**config.mk**
```make
export PLATFORM = sky130hd
export DESIGN_NAME = dmem_lsu
export DESIGN_NICKNAME = d
export VERILOG_FILES = /design/src/rtl/dmem_lsu_pkg.sv /design/src/rtl/dmem_lsu_align.sv /design/src/rtl/dmem_lsu.sv
export SDC_FILE = /design/constraint.sdc
export NUM_CORES = 1
export LEC_CHECK = 0
export CORE_MARGIN = 2
export CORE_UTILIZATION = 30
export DETAILED_ROUTE_END_ITERATION = 8
export PLACE_DENSITY = 0.62
export SYNTH_ARGS = -nofsm -noshare
export SYNTH_HDL_FRONTEND = slang
export SYNTH_HIERARCHICAL = 1
export SYNTH_SLANG_ARGS = --single-unit
```
**constraint.sdc**
```tcl
create_clock -name clk_i -period 2.3 [get_ports clk_i]
set_input_delay 0.46 -clock clk_i [delete_from_list [all_inputs] [get_ports clk_i]]
set_output_delay 0.46 -clock clk_i [all_outputs]
set_load 0.02 [all_outputs]
```
**src/rtl/dmem_lsu_pkg.sv**
```systemverilog
// dmem_lsu_pkg: shared definitions for the data-memory load/store unit.
//   - request size encodings (SZ_*)
//   - FSM state type lsu_state_t
//   - lane-selection constants and small helpers used by dmem_lsu and
//     dmem_lsu_align
package dmem_lsu_pkg;

  localparam logic [1:0] SZ_BYTE = 2'b00;
  localparam logic [1:0] SZ_HALF = 2'b01;
  localparam logic [1:0] SZ_WORD = 2'b10;
  localparam logic [1:0] SZ_RSVD = 2'b11;

  typedef enum logic [2:0] {
    ST_IDLE    = 3'd0,
    ST_RD      = 3'd1,
    ST_RD_WAIT = 3'd2,
    ST_WR      = 3'd3,
    ST_RESP    = 3'd4
  } lsu_state_t;

  // A byte offset becomes a bit offset by appending this many zero bits.
  localparam int          LANE_SHIFT = 3;
  localparam logic [31:0] BYTE_MASK  = 32'h0000_00FF;
  localparam logic [31:0] HALF_MASK  = 32'h0000_FFFF;

  // The reserved size code is handled exactly like a word access.
  function automatic logic [1:0] norm_size(input logic [1:0] sz);
    return (sz == SZ_RSVD) ? SZ_WORD : sz;
  endfunction

  // Expects an already normalised size.
  function automatic logic is_misaligned(input logic [1:0] sz, input logic [1:0] off);
    case (sz)
      SZ_HALF: return off[0];
      SZ_WORD: return (off != 2'b00);
      default: return 1'b0;
    endcase
  endfunction

  // Forces the byte offset down to the natural alignment of the size.
  function automatic logic [1:0] align_off(input logic [1:0] sz, input logic [1:0] off);
    case (sz)
      SZ_HALF: return {off[1], 1'b0};
      SZ_WORD: return 2'b00;
      default: return off;
    endcase
  endfunction

endpackage

```
**src/rtl/dmem_lsu_align.sv**
```systemverilog
// dmem_lsu_align: combinational lane logic for the load/store unit.
// One instance serves both paths of the read-data cycle:
//   load extract : o_load   = lane of i_word at i_off, sign/zero extended
//   store merge  : o_merged = i_word with i_new's low bytes placed at i_off
// Ports:
//   i_word     old / read memory word
//   i_off      byte offset within the word (already naturally aligned)
//   i_size     normalised access size (SZ_BYTE/SZ_HALF/SZ_WORD)
//   i_unsigned 1 = zero-extend loads
//   i_new      store data, low bytes used
//   o_load     extended load value
//   o_merged   word to write back for a sub-word store
module dmem_lsu_align
  import dmem_lsu_pkg::*;
(
  input  logic [31:0] i_word,
  input  logic [1:0]  i_off,
  input  logic [1:0]  i_size,
  input  logic        i_unsigned,
  input  logic [31:0] i_new,
  output logic [31:0] o_load,
  output logic [31:0] o_merged
);

  logic [4:0]  w_shamt;
  logic [31:0] w_shifted;
  logic [31:0] w_lane_mask;

  assign w_shamt   = {i_off, {LANE_SHIFT{1'b0}}};
  assign w_shifted = i_word >> w_shamt;

  always_comb begin
    o_load      = i_word;
    w_lane_mask = 32'hFFFF_FFFF;
    case (i_size)
      SZ_BYTE: begin
        o_load      = {{24{w_shifted[7] & ~i_unsigned}}, w_shifted[7:0]};
        w_lane_mask = BYTE_MASK << w_shamt;
      end
      SZ_HALF: begin
        o_load      = {{16{w_shifted[15] & ~i_unsigned}}, w_shifted[15:0]};
        w_lane_mask = HALF_MASK << w_shamt;
      end
      default: begin
        o_load      = i_word;
        w_lane_mask = 32'hFFFF_FFFF;
      end
    endcase
    o_merged = (i_word & ~w_lane_mask) | ((i_new << w_shamt) & w_lane_mask);
  end

endmodule

```
**src/rtl/dmem_lsu.sv**
```systemverilog
// dmem_lsu: load/store unit between the pipeline MEM stage and a
// word-addressed data memory with one-cycle registered read data.
// Byte/half stores are done as read-modify-write.
// Optional build macro: DMEM_LSU_MISALIGN_TRAP_EN
//   defined   : misaligned requests skip memory and respond with err=1
//   undefined : the address is forced to natural alignment, err is 0
// Handshakes: a request transfers on a rising edge where req_valid_i and
// req_ready_o are both 1; a response transfers on a rising edge where
// resp_valid_o and resp_ready_i are both 1. A valid side holds its payload
// stable until the transfer happens.
// Ports:
//   clk_i, reset_i (sync, active low)
//   req_*  : request from pipeline (valid/ready)
//   resp_* : registered response to pipeline (valid/ready)
//   mem_*  : data memory port (word index, write data, we, re, read data)
//   dbg_state_o : current FSM state
module dmem_lsu
  import dmem_lsu_pkg::*;
#(
  parameter int DMEM_DEPTH = 256,
  parameter int WIDX_W     = $clog2(DMEM_DEPTH)
) (
  input  logic        clk_i,
  input  logic        reset_i,
  input  logic        req_valid_i,
  output logic        req_ready_o,
  input  logic        req_store_i,
  input  logic [1:0]  req_size_i,
  input  logic        req_unsigned_i,
  input  logic [31:0] req_addr_i,
  input  logic [31:0] req_wdata_i,
  output logic        resp_valid_o,
  input  logic        resp_ready_i,
  output logic [31:0] resp_rdata_o,
  output logic        resp_err_o,
  output logic [31:0] mem_addr_o,
  output logic [31:0] mem_wdata_o,
  output logic        mem_we_o,
  output logic        mem_re_o,
  input  logic [31:0] mem_rdata_i,
  output logic [2:0]  dbg_state_o
);

`ifdef DMEM_LSU_MISALIGN_TRAP_EN
  localparam bit TRAP_EN = 1'b1;
`else
  localparam bit TRAP_EN = 1'b0;
`endif

  lsu_state_t          r_state;
  logic                r_store;
  logic [1:0]          r_size;
  logic                r_unsigned;
  logic [WIDX_W+1:0]   r_addr;
  logic [31:0]         r_wdata;
  logic [31:0]         r_mem_wdata;
  logic [31:0]         r_rdata;
  logic                r_err;

  logic [1:0]          w_size;
  logic                w_mis;
  logic [WIDX_W+1:0]   w_addr_eff;
  logic [31:0]         w_load;
  logic [31:0]         w_merged;
  logic                w_unused_addr_hi;

  // Bytes above the memory size simply wrap.
  assign w_unused_addr_hi = |req_addr_i[31:WIDX_W+2];

  assign w_size     = norm_size(req_size_i);
  assign w_mis      = is_misaligned(w_size, req_addr_i[1:0]);
  assign w_addr_eff = {req_addr_i[WIDX_W+1:2],
                       TRAP_EN ? req_addr_i[1:0] : align_off(w_size, req_addr_i[1:0])};

  dmem_lsu_align u_align (
    .i_word     (mem_rdata_i),
    .i_off      (r_addr[1:0]),
    .i_size     (r_size),
    .i_unsigned (r_unsigned),
    .i_new      (r_wdata),
    .o_load     (w_load),
    .o_merged   (w_merged)
  );

  always_ff @(posedge clk_i) begin
    if (!reset_i) begin
      r_state     <= ST_IDLE;
      r_store     <= 1'b0;
      r_size      <= SZ_BYTE;
      r_unsigned  <= 1'b0;
      r_addr      <= '0;
      r_wdata     <= '0;
      r_mem_wdata <= '0;
      r_rdata     <= '0;
      r_err       <= 1'b0;
    end else begin
      case (r_state)
        ST_IDLE: begin
          if (req_valid_i) begin
            r_store    <= req_store_i;
            r_size     <= w_size;
            r_unsigned <= req_unsigned_i;
            r_addr     <= w_addr_eff;
            r_wdata    <= req_wdata_i;
            r_rdata    <= '0;
            r_err      <= 1'b0;
            if (TRAP_EN && w_mis) begin
              r_err   <= 1'b1;
              r_state <= ST_RESP;
            end else if (!req_store_i) begin
              r_state <= ST_RD;
            end else if (w_size == SZ_WORD) begin
              r_mem_wdata <= req_wdata_i;
              r_state     <= ST_WR;
            end else begin
              r_state <= ST_RD;
            end
          end
        end
        ST_RD: r_state <= ST_RD_WAIT;
        ST_RD_WAIT: begin
          // mem_rdata_i carries the word requested in ST_RD.
          if (r_store) begin
            r_mem_wdata <= w_merged;
            r_state     <= ST_WR;
          end else begin
            r_rdata <= w_load;
            r_state <= ST_RESP;
          end
        end
        ST_WR: r_state <= ST_RESP;
        ST_RESP: begin
          if (resp_ready_i) r_state <= ST_IDLE;
        end
        default: r_state <= ST_IDLE;
      endcase
    end
  end

  assign req_ready_o  = (r_state == ST_IDLE);
  assign resp_valid_o = (r_state == ST_RESP);
  assign resp_rdata_o = r_rdata;
  assign resp_err_o   = TRAP_EN & r_err;
  assign mem_re_o     = (r_state == ST_RD);
  assign mem_we_o     = (r_state == ST_WR);
  assign mem_addr_o   = {{(32-WIDX_W){1'b0}}, r_addr[WIDX_W+1:2]};
  assign mem_wdata_o  = r_mem_wdata;
  assign dbg_state_o  = r_state;

endmodule

```
==> results of run 1 <==
stage by stage:
step | setup slack (ns) | cells | total power (W) | util (%) | cell area [um^2]
finish | 0.08213 | 1249 | 0.006893 | 41.29 | 9066
global route | 0.001756 | 1248 | 0.007224 | 41.28 | 9064
CTS | 0.05983 | 1248 | 0.006964 | 41.27 | 9061
detailed placement | 0.07499 | 1216 | 0.004245 | 38.55 | 8464
global placement | 0.1101 | 1216 | 0.004236 | 38.55 | 8464
floorplan | 0.3367 | 844 | 0.003566 | - | 6823
worst max-delay path, delay by kind of cell, from the launching register on:
family        cells  cell delay (ns)
flops             1             0.51
simple gates      1             0.22
buf+inv           1             0.61
kinds of logic (layout without fill, tap and decap cells):
kind of cell / Yosys count / in the layout
other: 1 / 26
AO/OA/AOI/OAI: 196 / 196
flip-flops: 113 / 113
multiplexers: 79 / 79
buffers and inverters: 109 / 233
AND/OR/NAND/NOR: 322 / 322
routing by layer:
metal	GRT usage, %	routed length (um)
met1	24.73	10170
met2	27.63	9698
met3	4.791	1196
met4	5.964	470
met5	0	0
worst paths after layout:
| kind | from | end | slack [ns] | depth (start not counted) |
|---|---|---|---|---|
| max | dbg_state_o[1]$_SDFFE_PN0P_ | mem_we_o | 0.08 | 2 |
| min | r_addr[2]$_SDFFE_PN0P_ | r_addr[2]$_SDFFE_PN0P_ | 0.45 | 2 |
| max reg2reg | r_addr[1]$_SDFFE_PN0P_ | mem_wdata_o[22]$_SDFFE_PN0P_ | 0.22 | 6 |
| min reg2reg | r_addr[2]$_SDFFE_PN0P_ | r_addr[2]$_SDFFE_PN0P_ | 0.45 | 2 |
power breakdown:
part / total [W] / internal (W) / switching (W)
Sequential: 0.00227 / 0.00213 / 0.000138
Combinational: 0.00192 / 0.000857 / 0.00107
Clock: 0.00270 / 0.00163 / 0.00107
state kept, by name, indices dropped and copies added, names as in the netlist:
name	count
r_unsigned	1
mem_wdata_o	32
r_addr	10
r_wdata	32
r_store	1
resp_rdata_o	32
r_size	2
dbg_state_o	3
Yosys cell counts (4+ instances only):
master / n / area share [%]
o31ai_1: 8 / 0.89
a21oi_1: 17 / 1.3
nand3_1: 35 / 2.6
clkbuf_1: 25 / 1.4
a21boi_1: 53 / 5.9
buf_1: 4 / 0.22
o221a_2: 31 / 5.2
a211oi_1: 8 / 0.89
a221oi_1: 6 / 0.78
mux2_2: 23 / 3.8
nor2b_1: 14 / 1.3
mux2i_1: 56 / 8.3
buf_6: 15 / 2.5
buf_2: 24 / 1.8
buf_4: 37 / 4.1
nor2_1: 20 / 1.1
o21ai_0: 24 / 1.8
nand2_1: 233 / 13
a22o_1: 5 / 0.65
nand2b_1: 4 / 0.37
a21boi_0: 25 / 2.8
dfxtp_1: 113 / 34
cell type report:
type	instances	area, um^2
fillers	2216	12890
multi-input cells	622	3869
diodes	1	2.502
clock inverters	15	171.4
clock buffers	17	425.4
inverters	3	11.26
repair buffers	198	1972
flip-flops and latches	113	2265
well taps	280	350.3
==> metrics.cfg, run 1 <==
[timing]
maxSlewHeadroom_pct = 64.94
clock_skew_ns = 0.007153
setup_tns_ns = 0
rsz0062_at_grt = false
hold_ws_ns = 0.4484
max_clock_freq_mhz = 450.9
period_share_pct = 96.43
maxSlewViolCount = 0
tightest_slew_ns = 0.5224
period_needed_ns = 2.218
finalSetupViolCount = 0
finalHoldViolations = 0

[floorplanning]
initial_core_util_pct = 30.66
die-area_um2 = 23660
die_h_um = 153.8
die_x_um = 153.8
rows = 54
io_pins = 208
core_um2 = 21960

[synth]
ys_warn_count = 6
synth_ff_type = dfxtp_1
postSynthAreaPerCell_um2 = 8.211
netlist_area_um2 = 6733
ys_seq_area_share_pct = 33.60
synth_xor_area_share_pct = 0
synth_compound_area_share_pct = 23.08
synthDistinctLibCells = 52
synthMuxAreaShare_pct = 12.17
synth_edf_count = 0
synthCells = 820
ys_async_sr_fraction_pct = 0
synth_top_family_by_area = compound AO/OA/AOI/OAI gates
yosys.area_share.simple_pct = 20.81
synthAdderAreaFrac_pct = 0
ys_ff_latch = 113

[grt]
grt_antenna_before_repair = 1
grt_max_degree = 67
grt-ovfl-total = 0
track_usage_pct = 18.06
grt_pass1_wl_um = 33240
grt_pass1_vias = 5771

[cells_and_area]
area_growth_pct = 34.66
final_layout_size_suffix_gt1_share_pct = 14.36
final_nets = 1059
final_cell_mix = nand2_1 (233), clkdlybuf4s50_1 (158), dfxtp_1 (111), mux2i_1 (56), a21boi_1 (53)
layout_commonest_cell = nand2_1

[clocking]
cts-resized-gates = 0
cts.sinks = 113
path_clk_slew_ns = 0.06
clk-insertion-delay-late_ns = 0.42
holdBufCountCts = 0
clock_path_buffers = 2
clockRootBuffer = clkbuf_16
cts_tree = built
postCtsSetupBuffers = 0
cts_buffers = 17
htreeDepth = 4

[worst_setup_path]
path_cells = and3b_1 -> clkdlybuf4s50_1
endpoint_kind = output port
critPathMaxFanout = 14
critPathLaunchType = flip-flop
crit_type = reg2out
critPathMaxStageDelay_ns = 0.61
slowest_stage = clkdlybuf4s50_1
required_ns = 1.84
arrival_ns = 1.76

[placed_design]
port_buffers = 160
gp_congestion = 0.8952
detailed_place_hpwl_um = 15720

[routing]
wl_per_cell_um = 17.24
dr.pass1.iters = 5
ant_nets = 0
post_drt_via_cell_ratio = 4.993
dr_total_vias = 6236
drc = 0
drtIter0Drc = 532
wl_um = 21540

[hold_path]
hold_class = reg2reg

[power_and_ir_drop]
pwr_density_cell_nw_per_um2 = 760.3
leakage_nw = 3.389
peakVddDrop_uv = 476.8

[status]
status = finished clean

[flow_run]
max_cap_viol_count = 0

(Power assumes the default switching activity.)
==> run 2, diff against run 1 <==
Settings changed: PLACE_DENSITY 0.62 to not set, SYNTH_HIERARCHICAL 1 to not set.
==> metrics.cfg, run 2 <==
[cells_and_area]
area_growth_pct = 40.05
final_nets = 961  ; -9.3%
antenna_cells = 0  ; -1
final_layout_size_suffix_gt1_share_pct = 11.38  ; -3.0 points
nFillCells = 2013  ; -9.2%
final_cell_mix = clkdlybuf4s50_1 (158), nand2_1 (116), dfxtp_1 (110), a21boi_0 (45), nand3_1 (34)
layout_commonest_cell = clkdlybuf4s50_1

[timing]
max_clock_freq_mhz = 467.3  ; +3.6%
maxSlewViolCount = 0  ; unchanged
finalHoldViolations = 0  ; unchanged
tightest_slew_ns = 0.8239  ; +0.3015 ns
clock_skew_ns = 0.01476  ; +0.007607 ns
setup_tns_ns = 0  ; unchanged
period_share_pct = 93.04  ; -3.4 points
maxSlewHeadroom_pct = 45.08  ; -20 points
finalSetupViolCount = 0  ; unchanged
rsz0062_at_grt = false
period_needed_ns = 2.140  ; -0.07794 ns

[worst_setup_path]
required_ns = 1.84  ; about the same
r2r_cells = 5  ; -1
r2r_setup_slack_ns = 0.27  ; +0.05 ns
crit_type = reg2out
arrival_ns = 1.68  ; -0.08 ns
r2r_end = resp_rdata_o[17]$_SDFFE_PN0P_
endpoint_kind = output port
critPathMaxFanout = 16  ; +2
rr_startpoint = dbg_state_o[2]$_SDFFE_PN0P_
critPathLaunchType = flip-flop

[routing]
met2_length_um = 9939  ; +2.5%
post_drt_via_cell_ratio = 5.168  ; +3.5%
drtIter0Drc = 486  ; -8.6%
wl_per_cell_um = 18.68  ; +8.4%
ant_nets = 0  ; unchanged
wl_um = 21300  ; -1.1%
route.met3.wl_um = 1149  ; -3.9%
dr_total_vias = 5891  ; -5.5%
routed.top_layer = met4
wl_met1_um = 9793  ; -3.7%
drc = 0  ; unchanged
dr.pass1.iters = 5  ; unchanged

[synth]
synthTopCellsByCount = nand2_1 (116), dfxtp_1 (113), a21boi_0 (45)
ys_seq_area_share_pct = 36.70  ; +3.1 points
yosys.area.top_type = dfxtp_1
postSynthAreaPerCell_um2 = 8.560  ; +4.3%
ys_ff_latch = 113  ; unchanged
synth_edf_count = 0  ; unchanged
yosysMostFrequentCell = nand2_1
netlist_area_um2 = 6163  ; -8.5%
synth_top_cell_area_share_pct = 36.70  ; +3.1 points
synthDistinctLibCells = 54  ; +3.8%
synthTopCellsByArea = dfxtp_1 (37%), nand2_1 (7.1%), a21boi_0 (5.5%), buf_4 (4.4%), mux2i_1 (4.2%)
ys_warn_count = 0  ; -6
synth_ff_type = dfxtp_1
ys_async_sr_fraction_pct = 0  ; unchanged
synthCells = 720  ; -12%

[placed_design]
detailed_place_hpwl_um = 15420  ; -1.9%
port_buffers = 160  ; unchanged
gp_congestion = 0.8876  ; -0.85%

[floorplanning]
die-area_um2 = 21710  ; -8.2%
initial_core_util_pct = 30.56  ; -0.10 points
core_um2 = 20170  ; -8.1%
io_pins = 208  ; unchanged
die_h_um = 147.3  ; -4.2%
rows = 52  ; -3.7%
die_x_um = 147.3  ; -4.2%

[power_and_ir_drop]
fin_total_pwr_w = 0.006710  ; -2.6%
leakage_nw = 3.070  ; -9.4%
peakVddDrop_uv = 475.0  ; -0.39%
pwr_density_cell_nw_per_um2 = 777.4  ; +2.3%

[grt]
grt_pass1_wl_um = 32310  ; -2.8%
grt_max_degree = 68  ; +1.5%
grt-ovfl-total = 0  ; unchanged
grt_pass1_vias = 5490  ; -4.9%
track_usage_pct = 19.32  ; +1.3 points
grt_antenna_before_repair = 0  ; -1

[hold_path]
worstHoldStart = reset_i
holdPathEnd = r_wdata[23]$_SDFFE_PN0P_
whs_path_depth = 2  ; unchanged
hold_class = in2reg

[clocking]
cts_buffers = 17  ; unchanged
clk-insertion-delay-late_ns = 0.43  ; about the same
postCtsSetupBuffers = 0  ; unchanged
clock_path_buffers = 2  ; unchanged
path_clk_slew_ns = 0.06  ; about the same
cts_tree = built
cts.sinks = 113  ; unchanged
clockRootBuffer = clkbuf_16
htreeDepth = 4  ; unchanged

[status]
status = finished clean

[flow_run]
max_cap_viol_count = 0  ; unchanged

-- run 2: changes by cell type after synthesis, moves of 10 or more --
| cell | before | now |
|---|---|---|
| a21boi_0 | 25 | 45 |
| a21boi_1 | 53 | 9 |
| a32oi_1 | 0 | 25 |
| buf_6 | 15 | 5 |
| clkbuf_1 | 25 | 39 |
| mux2_2 | 23 | 0 |
| mux2i_1 | 56 | 26 |
| nand2_1 | 233 | 116 |
| o21a_1 | 1 | 17 |
| o21ai_2 | 0 | 10 |
| o221a_2 | 31 | 0 |
| o221ai_1 | 0 | 14 |
-- run 2: worst max path at each step --
stage / to / slack (ns) / startpoint / depth (start not counted)
after CTS: resp_valid_o / 0.0005 / dbg_state_o[2]$_SDFFE_PN0P_ / 3
after global placement: resp_rdata_o[31]$_SDFFE_PN0P_ / 0.14 / mem_rdata_i[23] / 5
final: mem_we_o / 0.16 / dbg_state_o[1]$_SDFFE_PN0P_ / 2
after detailed placement: resp_rdata_o[17]$_SDFFE_PN0P_ / 0.10 / mem_rdata_i[23] / 5
after global routing: mem_re_o / 0.07 / dbg_state_o[0]$_SDFFE_PN0P_ / 2
after floorplan: resp_rdata_o[21]$_SDFFE_PN0P_ / 0.52 / dbg_state_o[2]$_SDFFE_PN0P_ / 7
-- run 2: kinds of logic (layout without fill, tap and decap cells) --
family,Yosys count,after routing,share of synthesized area [%]
muxes,35,35,7.511
AOI/OAI and AO/OA,245,245,29.42
other,1,25,0.06084
DFF,113,113,36.70
buffers and inverters,111,237,9.927
and+or+nand+nor,215,215,16.38
-- run 2: repair_timing --
item / CTS / global route
setup endpoints to repair: 2 / 1
hold buffers: 0 / 0
gates resized for setup: 1 / 1
-- run 2: where the power goes --
group | switching [W] | internal (W) | total (W)
Combinational | 0.000867 | 0.000654 | 0.00152
Sequential | 0.000126 | 0.00212 | 0.00224
Clock | 0.000949 | 0.00200 | 0.00295
Total | 0.00194 | 0.00477 | 0.00671
-- run 2: through the flow --
| stage | setup WS, ns | util (%) | std cells | hold slack (ns) | instance area (um^2) |
|---|---|---|---|---|---|
| floorplan | 0.5163 | - | 744 | 0.4405 | 6254 |
| global placement | 0.1374 | 39.54 | 1108 | 0.4504 | 7975 |
| detailed placement | 0.1044 | 39.54 | 1108 | 0.4581 | 7975 |
| CTS | 0.0005327 | 42.79 | 1140 | 0.3719 | 8630 |
| global route | 0.06532 | 42.80 | 1140 | 0.3835 | 8632 |
| finish | 0.1601 | 42.80 | 1140 | 0.3904 | 8632 |
-- run 2: per-layer routing --
layer | vias up | GRT usage (%)
met5 | - | 0
met4 | 0 | 7.019
met3 | 25 | 4.037
met2 | 202 | 30.40
met1 | 2803 | 26.22
li1 | 2861 | -
-- run 2: area by class of cell --
type                            count  area [um^2]  area share [%]
Multi-Input combinational cell    520         3398           39.37
Sequential cell                   113         2266           26.25
Timing Repair Buffer              195         1939           22.47
Clock buffer                       21        470.5           5.450
Tap cell                          270        337.8           3.914
Clock inverter                     11        182.7           2.116
Inverter                           10        37.54          0.4348
-- run 2: critical path, cell delays in order (launching register included) --
cell,delay [ns]
dfxtp_2,0.48
and3_1,0.19
clkdlybuf4s50_1,0.60
==> run 3, diff against run 2 <==
Clock period 2.3 ns to 2.2 ns, I/O delays scaled along.
==> metrics.cfg, run 3 (synthesized netlist as in run 2, its figures left out) <==
[status]
status = finished clean

[worst_setup_path]
r2r_setup_slack_ns = 0.19  ; -0.08 ns
required_ns = 1.76  ; -0.08 ns
path_cells = and3_1 -> clkdlybuf4s50_1
critPathMaxFanout = 8  ; -8
slowest_stage = clkdlybuf4s50_1
arrival_ns = 1.66  ; -0.02 ns
path_buf_inv = 1  ; unchanged
critPathTopFamily = buffers and inverters
critPathMaxStageDelay_ns = 0.60  ; about the same
crit_type = reg2out
endpoint_kind = output port
critPathLaunchType = flip-flop

[power_and_ir_drop]
peakVddDrop_uv = 465.2  ; -2.1%
pwr_density_cell_nw_per_um2 = 830.7  ; +6.9%
fin_total_pwr_w = 0.007237  ; +7.8%
leakage_nw = 3.102  ; +1.1%

[hold_path]
hold_class = in2reg

[floorplanning]
rows = 52  ; unchanged
die_h_um = 147.3  ; unchanged
io_pins = 208  ; unchanged
core_um2 = 20170  ; unchanged
die-area_um2 = 21710  ; unchanged
die_x_um = 147.3  ; unchanged
initial_core_util_pct = 30.56  ; unchanged

[placed_design]
dp.cells = 1112  ; +0.36%
post_dp_cell_area_um2 = 8005  ; +0.38%
port_buffers = 160  ; unchanged
detailed_place_hpwl_um = 15580  ; +1.0%
gp_congestion = 0.8799  ; -0.87%
place_ws_ns = 0.04028  ; -0.06409 ns

[timing]
period_needed_ns = 2.098
fin_ws_ns = 0.1016  ; -0.05849 ns
finalSetupViolCount = 0  ; unchanged
tightest_slew_ns = 0.8277  ; +0.003789 ns
finalHoldViolations = 0  ; unchanged
maxSlewViolCount = 0  ; unchanged
clock_skew_ns = 0.01074  ; -0.004021 ns
maxSlewHeadroom_pct = 44.82  ; -0.25 points
setup_tns_ns = 0  ; unchanged
period_share_pct = 95.38
max_clock_freq_mhz = 476.6
rsz0062_at_grt = false

[routing]
dr.pass1.iters = 4  ; -1
drtIter0Drc = 451  ; -7.2%
post_drt_via_cell_ratio = 5.142  ; -0.49%
drc = 0  ; unchanged
wl_um = 21100  ; -0.92%
dr_total_vias = 5888  ; -0.051%
ant_nets = 0  ; unchanged
wl_per_cell_um = 18.43  ; -1.3%

[clocking]
holdBufCountCts = 0  ; unchanged
cts_tree = built
htreeDepth = 4  ; unchanged
clk-insertion-delay-late_ns = 0.43  ; about the same
clockRootBuffer = clkbuf_16
clock_path_buffers = 2  ; unchanged
cts.sinks = 113  ; unchanged
path_clk_slew_ns = 0.06  ; about the same
cts_buffers = 17  ; unchanged

[grt]
grt_max_degree = 62  ; -8.8%
track_usage_pct = 19.43  ; +0.11 points
grt_pass1_wl_um = 32390  ; +0.24%
grt-ovfl-total = 0  ; unchanged
grt_pass1_vias = 5456  ; -0.62%
grt_antenna_before_repair = 1  ; +1

[cells_and_area]
final_nets = 965  ; +0.42%
final_cell_mix = clkdlybuf4s50_1 (157), nand2_1 (116), dfxtp_1 (110), a21boi_0 (45)
final_layout_size_suffix_gt1_share_pct = 11.90  ; +0.52 points
area_growth_pct = 41.35
nFillCells = 2026  ; +0.65%
stdcell_count = 1145  ; +0.44%
stdcell_area_um2 = 8712  ; +0.93%
layout_commonest_cell = clkdlybuf4s50_1

[flow_run]
max_cap_viol_count = 0  ; unchanged

run 3: cell count changes in the layout (fill, tap and decap cells not counted), sizes merged:
cell,before,now
dlygate4sd2,0,1
clkinvlp,1,3
clkinv,6,5
bufinv,5,7
clkdlybuf4s50,158,157
buf,36,40
diode,0,1
clkbuf,21,18
run 3: metrics by stage:
step | hold WS [ns] | util [%]
after floorplan | 0.4405 | -
after global placement | 0.4506 | 39.69
after global routing | 0.3752 | 43.19
after detailed placement | 0.4580 | 39.69
after CTS | 0.3618 | 43.16
final | 0.3763 | 43.19
run 3: path summary, 6_finish.rpt:
| kind | to | start | depth (start not counted) |
|---|---|---|---|
| worst max register to register | resp_rdata_o[17]$_SDFFE_PN0P_ | dbg_state_o[2]$_SDFFE_PN0P_ | 5 |
| worst max-delay path | mem_we_o | dbg_state_o[0]$_SDFFE_PN0P_ | 2 |
| worst min register to register | resp_rdata_o[3]$_SDFFE_PN0P_ | resp_rdata_o[3]$_SDFFE_PN0P_ | 2 |
| worst min-delay path | mem_wdata_o[1]$_SDFFE_PN0P_ | reset_i | 2 |
run 3: worst reg2reg max path: stages (launching register included):
cell and delay [ns]:
dfxtp_1 0.35, buf_4 0.18, nor4b_4 0.42, nand3_4 0.17, or2_1 0.54, o21ai_0 0.27
run 3: timing repair:
item / 4_1_cts / 5_1_grt
setup buffers: 0 / 0
endpoints found under the hold margin: 0 / 0
resized for setup: 2 / 2
setup endpoints to repair: 3 / 2
run 3: cell type report:
cell class / count / area, um^2 / area share (%)
diodes: 1 / 2.502 / 0.02872
repair buffers: 199 / 1968 / 22.59
well taps: 270 / 337.8 / 3.878
multi-input cells: 520 / 3398 / 39.01
flip-flops and latches: 113 / 2268 / 26.04
inverters: 10 / 37.54 / 0.4308
clock inverters: 14 / 260.3 / 2.987
clock buffers: 18 / 439.2 / 5.041
run 3: where the power goes:
part,total (W),leakage (nW),internal [W],switching (W)
clock,0.00330,0.332,0.00226,0.00103
combinational,0.00159,1.85,0.000690,0.000899
sequential,0.00235,0.922,0.00221,0.000138
run 3: metal layers:
metal,wire length (um),share of wire [%],GRT usage [%]
met2,9724,46,30.07
met1,9716,46,26.68
met5,0,0,0
met4,497,2.4,6.827
met3,1165,5.5,4.379
